==> src/rtl/mux_arb_pkg.sv <==
// Shared types and default sizing for the round-robin mux arbiter.
package mux_arb_pkg;

  typedef enum logic {IDLE, GRANT} arb_state_t;

  localparam int unsigned DEFAULT_N        = 8;
  localparam int unsigned DEFAULT_MAX_HOLD = 16;

endpackage

==> src/rtl/mux_rr_arbiter_if.sv <==
// Request/data/grant bundle between requesters and the mux arbiter.
interface mux_rr_arbiter_if
  import mux_arb_pkg::*;
#(
  parameter int unsigned N = DEFAULT_N
);
  localparam int unsigned SEL_W = $clog2(N);

  logic [N-1:0]     req;
  logic [N-1:0]     x;
  logic [N-1:0]     grant;
  logic [SEL_W-1:0] sel;
  logic             busy;
  logic             y;
  logic             timeout;

  modport master (output req, x, input grant, sel, busy, y, timeout);
  modport slave  (input req, x, output grant, sel, busy, y, timeout);
endinterface

==> src/rtl/mux_rr_arbiter_rr_pick.sv <==
// Combinational round-robin picker: first set request at or after ptr, wrapping.
module rr_pick
  import mux_arb_pkg::*;
#(
  parameter int unsigned N     = DEFAULT_N,
  parameter int unsigned SEL_W = $clog2(N)
) (
  input  logic [N-1:0]     req,
  input  logic [SEL_W-1:0] ptr,
  output logic             found,
  output logic [SEL_W-1:0] idx
);

  logic [2*N-1:0]   w_dbl;
  logic [N-1:0]     w_rot;
  logic [SEL_W-1:0] w_enc;

  // Rotate so ptr lands at bit 0; lowest set bit then wins.
  assign w_dbl = {req, req};
  assign w_rot = N'(w_dbl >> ptr);

  always_comb begin
    w_enc = '0;
    for (int i = N - 1; i >= 0; i--) begin
      if (w_rot[i]) w_enc = SEL_W'(i);
    end
  end

  assign found = |req;
  assign idx   = w_enc + ptr;

endmodule

==> src/rtl/mux_rr_arbiter.sv <==
// Round-robin owner arbitration with hold timeout driving a shared N:1 mux select.
module mux_rr_arbiter
  import mux_arb_pkg::*;
#(
  parameter int unsigned N        = DEFAULT_N,
  parameter int unsigned MAX_HOLD = DEFAULT_MAX_HOLD
) (
  input  logic             clk,
  input  logic             reset_n,
  mux_rr_arbiter_if.slave  bus
);

  localparam int unsigned SEL_W = $clog2(N);
  localparam int unsigned CNT_W = $clog2(MAX_HOLD) + 1;

  arb_state_t       r_state, w_state_nxt;
  logic [N-1:0]     r_grant, w_grant_nxt;
  logic [SEL_W-1:0] r_sel, w_sel_nxt;
  logic             r_busy, w_busy_nxt;
  logic             r_timeout, w_timeout_nxt;
  logic [SEL_W-1:0] r_ptr, w_ptr_nxt;
  logic [CNT_W-1:0] r_cnt, w_cnt_nxt;

  logic             w_found;
  logic [SEL_W-1:0] w_idx;

  rr_pick #(.N(N), .SEL_W(SEL_W)) u_pick (
    .req   (bus.req),
    .ptr   (r_ptr),
    .found (w_found),
    .idx   (w_idx)
  );

  always_ff @(posedge clk) begin
    if (!reset_n) begin
      r_state   <= IDLE;
      r_grant   <= '0;
      r_sel     <= '0;
      r_busy    <= 1'b0;
      r_timeout <= 1'b0;
      r_ptr     <= '0;
      r_cnt     <= '0;
    end else begin
      r_state   <= w_state_nxt;
      r_grant   <= w_grant_nxt;
      r_sel     <= w_sel_nxt;
      r_busy    <= w_busy_nxt;
      r_timeout <= w_timeout_nxt;
      r_ptr     <= w_ptr_nxt;
      r_cnt     <= w_cnt_nxt;
    end
  end

  // Release and timeout both go through IDLE, so sel never moves under a grant.
  always_comb begin
    w_state_nxt   = r_state;
    w_grant_nxt   = r_grant;
    w_sel_nxt     = r_sel;
    w_busy_nxt    = r_busy;
    w_timeout_nxt = 1'b0;
    w_ptr_nxt     = r_ptr;
    w_cnt_nxt     = r_cnt;

    unique case (r_state)
      IDLE: begin
        if (w_found) begin
          w_state_nxt = GRANT;
          w_grant_nxt = N'(1) << w_idx;
          w_sel_nxt   = w_idx;
          w_busy_nxt  = 1'b1;
          w_cnt_nxt   = '0;
        end
      end
      GRANT: begin
        if (!bus.req[r_sel] || (r_cnt == CNT_W'(MAX_HOLD - 1))) begin
          w_state_nxt   = IDLE;
          w_grant_nxt   = '0;
          w_busy_nxt    = 1'b0;
          w_ptr_nxt     = r_sel + SEL_W'(1);
          w_timeout_nxt = bus.req[r_sel];
        end else begin
          w_cnt_nxt = r_cnt + CNT_W'(1);
        end
      end
      default: w_state_nxt = IDLE;
    endcase
  end

  assign bus.grant   = r_grant;
  assign bus.sel     = r_sel;
  assign bus.busy    = r_busy;
  assign bus.timeout = r_timeout;
  assign bus.y       = bus.x[r_sel] & r_busy;

endmodule

==> src/flat_wrapper.sv <==
// flat-port wrapper written by rule: the top's interface ports become plain ports
module mux_rr_arbiter_flat import mux_arb_pkg::*;
#(
  parameter int unsigned N        = DEFAULT_N,
  parameter int unsigned MAX_HOLD = DEFAULT_MAX_HOLD
)
  (clk, reset_n, bus_req, bus_x, bus_grant, bus_sel, bus_busy, bus_y, bus_timeout);
  mux_rr_arbiter_if #(.N(N)) bus_i ();
  input  logic clk;
  input  logic reset_n;
  input wire logic [$bits(bus_i.req)-1:0] bus_req;
  input wire logic [$bits(bus_i.x)-1:0] bus_x;
  output wire logic [$bits(bus_i.grant)-1:0] bus_grant;
  output wire logic [$bits(bus_i.sel)-1:0] bus_sel;
  output wire logic [$bits(bus_i.busy)-1:0] bus_busy;
  output wire logic [$bits(bus_i.y)-1:0] bus_y;
  output wire logic [$bits(bus_i.timeout)-1:0] bus_timeout;
  assign bus_i.req = bus_req;
  assign bus_i.x = bus_x;
  assign bus_grant = bus_i.grant;
  assign bus_sel = bus_i.sel;
  assign bus_busy = bus_i.busy;
  assign bus_y = bus_i.y;
  assign bus_timeout = bus_i.timeout;
  mux_rr_arbiter #(.N(N), .MAX_HOLD(MAX_HOLD)) u_core (.clk(clk), .reset_n(reset_n), .bus(bus_i));
endmodule
==> config.mk <==
export PLATFORM = sky130hd
export DESIGN_NAME = mux_rr_arbiter_flat
export DESIGN_NICKNAME = d
export VERILOG_FILES = /design/src/rtl/mux_arb_pkg.sv /design/src/rtl/mux_rr_arbiter_if.sv /design/src/rtl/mux_rr_arbiter_rr_pick.sv /design/src/rtl/mux_rr_arbiter.sv /design/src/flat_wrapper.sv
export SDC_FILE = /design/constraint.sdc
export NUM_CORES = 1
export LEC_CHECK = 0
export BUFFER_PORTS_ARGS = -buffer_cell sky130_fd_sc_hd__buf_2
export CAP_MARGIN = 20
export CORE_MARGIN = 2
export CORE_UTILIZATION = 35
export DETAILED_ROUTE_END_ITERATION = 10
export SLEW_MARGIN = 5
export SYNTH_ARGS = -nofsm -noshare
export SYNTH_HDL_FRONTEND = slang
export SYNTH_SLANG_ARGS = --single-unit
==> constraint.sdc <==
create_clock -name clk -period 4.8 [get_ports clk]
set_clock_uncertainty 0.2 [all_clocks]
set_input_delay 0.48 -clock clk [delete_from_list [all_inputs] [get_ports clk]]
set_output_delay 0.48 -clock clk [all_outputs]
set_load 0.01 [all_outputs]
==> impl_results.md <==
- Outcome: finished clean
- Synth cell count leaders: dfxtp_1 (22), nor2_1 (21), nand2_1 (19), inv_1 (11)
- Post-synth top area share: 23.5%
- Starting Density: around 36%
- Number of synthesized flops with an enable pin: 0
- Synthesized instance count: approximately 220
- Global placement routability congestion: between 0.8 and 0.9
- Drt initial violations: 94
- Vias/cell: 5.52
- Synth Area in Compound Gates: between 10% and 20%
- Largest family of logic cells by synthesized area: simple AND/OR/NAND/NOR gates
- Mux contribution to synthesized area: 18.9%
- # diodes: 0
- WP data arrival: between 3000 and 4000 ps
- Dominant cell type by area after synthesis: dfxtp_1
- Most crowded layer after global routing: met2
- MaxCap Viol Count: 0
- Syn nets: around 240
- Area of the multi-input gates: between 1000 and 1500 um2
- Fin Setup TNS: 0 ps
- Total CTS buffers: 3
- I/O Pins: 32
- DR vias: ~1,700
- DRC Markers: 0
- Worst Hold Slack: roughly 270 ps
- Number of synthesized register bits: 22
- Filler Cells Inserted: around 540
- Endpoints failing hold: 0
- Core Rows: 26
- Core footprint: around 5100 um2
- Post-CTS Setup Inserts: 0
- Clk pin slew, worst setup/hold paths: 80 ps
- Critical path class: reg2reg
- Global-route wire length before repair: between 7000 and 8000 um
- Die height: between 70 and 80 um
- RSZ-0062 raised after global routing: no
- Post-Synth XOR/XNOR Area: 1.40%
- Vias in the first global route: between 1,500 and 2,000
- Most common cell in the synthesized netlist: dfxtp_1
- Synth Area per Inst: between 8 and 9 um2
- Synth cell types: 60
- Share of post-route cells with drive strength above 1: about 25%
- Sequential area share after synthesis: a little under a quarter
- Synth Area in Adders: between 3 and 4%
- Total track usage: between 15 and 20%
- Min-delay worst type: reg2reg
- Layout Cells excl Fill: between 300 and 400
- Cell area after synthesis: 1870 um2
- CTS tree: yes
- Worst-margin pin slew: 1000 ps
- FFs w/ async S/R, synth: 0%
- DRT Wirelength: between 4000 and 5000 um
- Commonest register cell after synthesis: dfxtp_1
- Hpwl dp: about 3100 um
- Placed cell count: 301
- Pin count of the biggest net entering global routing: 26
- GRT met3 Usage: 1.76%
- Initial antenna violation count: 0
- I/O Buffers: 31
- Pwr dens: about 330 nW/um2
- GR Util met2: between 20% and 30%
- CP endpoint kind: flip-flop
- Simple-gate share of the synthesized area: between 20% and 30%
- Post_cts resized: 0
- Crit path max fanout: 24
- Slack of the critical path: around 900 ps
- Sequential cell area: approximately 440 um2
- Grt met1 use: 20.8%
- Slew Limit Fails: 0
- Peak VDD IR: about 0.19 mV
- Post-Place Worst Slack: a little over 900 ps
- Die Width: roughly 77 um
- Final period util: between 80 and 90%
- Startpoint Class: flip-flop
- DR pass1 iterations: 4
- Slew margin rel.: 33.0%
- Synth top area cells: dfxtp_1 (23%), mux4_2 (8.4%), mux2i_1 (5.3%), nor2_1 (4.2%), nand2_1 (3.8%)
- Die ar.: roughly 6000 um2
- Worst-Skew Late Latency: 260 ps
- Lkg Pwr: between 0.8 and 0.9 nW
- Max Freq: between 200 and 300 MHz
- CTS sink cnt: 22
- Yosys Warn Count: 0
- H-Tree Depth: 1
- Number of nets in the layout: between 200 and 300
- Clock Tree Buf Depth: 2
- Total grt overflow: 0
- Area grow syn2layout: 11.3%
- CTS Root Cell: clkbuf_8
- Antenna Violating Nets Remaining: 0
- Hold Buf Count CTS: 0
- Drt wl/cell: between 10 and 15 um
- Worst EP required: ~4800 ps
- Period minus WS final: about 3900 ps
- # setup viols final: 0
[power by group]
group / internal, mW / leakage [nW] / switching [mW]
Combinational: 0.132 / 0.610 / 0.148
Clock: 0.111 / 0.0357 / 0.0615
Sequential: 0.205 / 0.179 / 0.0397
[cell usage in the layout (no fill, tap or decap), drive strengths merged, types with 5 or more instances in the layout]
master / synthesis / layout
inv: 12 / 12
nor2: 21 / 21
dfxtp: 22 / 22
a21oi: 10 / 10
nand2: 19 / 19
mux2i: 11 / 11
o21ai: 7 / 7
buf: 9 / 32
nor4b: 5 / 5
mux4: 7 / 7
nor3: 6 / 6
nor2b: 6 / 6
mux2: 7 / 7
[logic make-up (layout without fill, tap and decap cells)]
family,after synthesis,after routing
and+or+nand+nor,85,85
AOI/OAI and AO/OA,47,47
buffers and inverters,32,48
muxes,25,25
DFF,22,22
adders and majority gates,5,5
xor gates and xnor gates,3,3
[sequential cells by signal, indices dropped and copies added, names as in the netlist]
signal and count:
u_core.r_ptr 3, u_core.r_state 1, u_core.bus.busy 1, u_core.r_cnt 5, u_core.bus.grant 8, u_core.bus.timeout 1
u_core.bus.sel 3
[routing by layer]
| layer | wire length [um] | vias to the layer above | part of all wire, % |
|---|---|---|---|
| met5 | 0 | - | 0 |
| met1 | 2110 | 805 | 49 |
| met4 | 48 | 0 | 1.1 |
| met2 | 2040 | 31 | 47 |
| li1 | - | 843 | - |
| met3 | 127 | 6 | 2.9 |
[stage by stage]
step / power [mW] / area, um2 / util (%)
floorplan: 0.468 / 1870 / -
global placement: 0.527 / 2020 / 39.2
detailed placement: 0.528 / 2020 / 39.2
CTS: 0.701 / 2090 / 40.6
global route: 0.745 / 2090 / 40.6
finish: 0.698 / 2090 / 40.6
[area by class of cell]
type                            instances  share of cell area (%)
Clock buffer                            3                    1.98
Multi-Input combinational cell        165                    61.3
Sequential cell                        22                    21.1
Tap cell                               70                    4.20
Clock inverter                          1                    1.44
Timing Repair Buffer                   32                    7.79
Inverter                               12                    2.16
[critical path, stage by stage, from the launching register on]
cell      delay (ps)
dfxtp_1          890
mux4_2           420
nor3_1           180
o41ai_1          100
o211ai_1         120
a21oi_1           60
o32ai_1          290
ha_1             200
inv_1             50
fa_1             410
nor2b_1          160
a32oi_1          260
o211ai_4         170
a32o_1           270
[final timing paths]
kind                            start                   to  slack (ps)  cells past startpoint
setup / recovery      u_core.r_ptr[2]  u_core.bus.grant[3]         920                     13
hold / removal    u_core.bus.grant[6]  u_core.bus.grant[6]         270                      2
setup reg to reg      u_core.r_ptr[2]  u_core.bus.grant[3]         920                     13
hold reg to reg   u_core.bus.grant[6]  u_core.bus.grant[6]         270                      2
No activity file was read; power rests on OpenSTA's default activity.
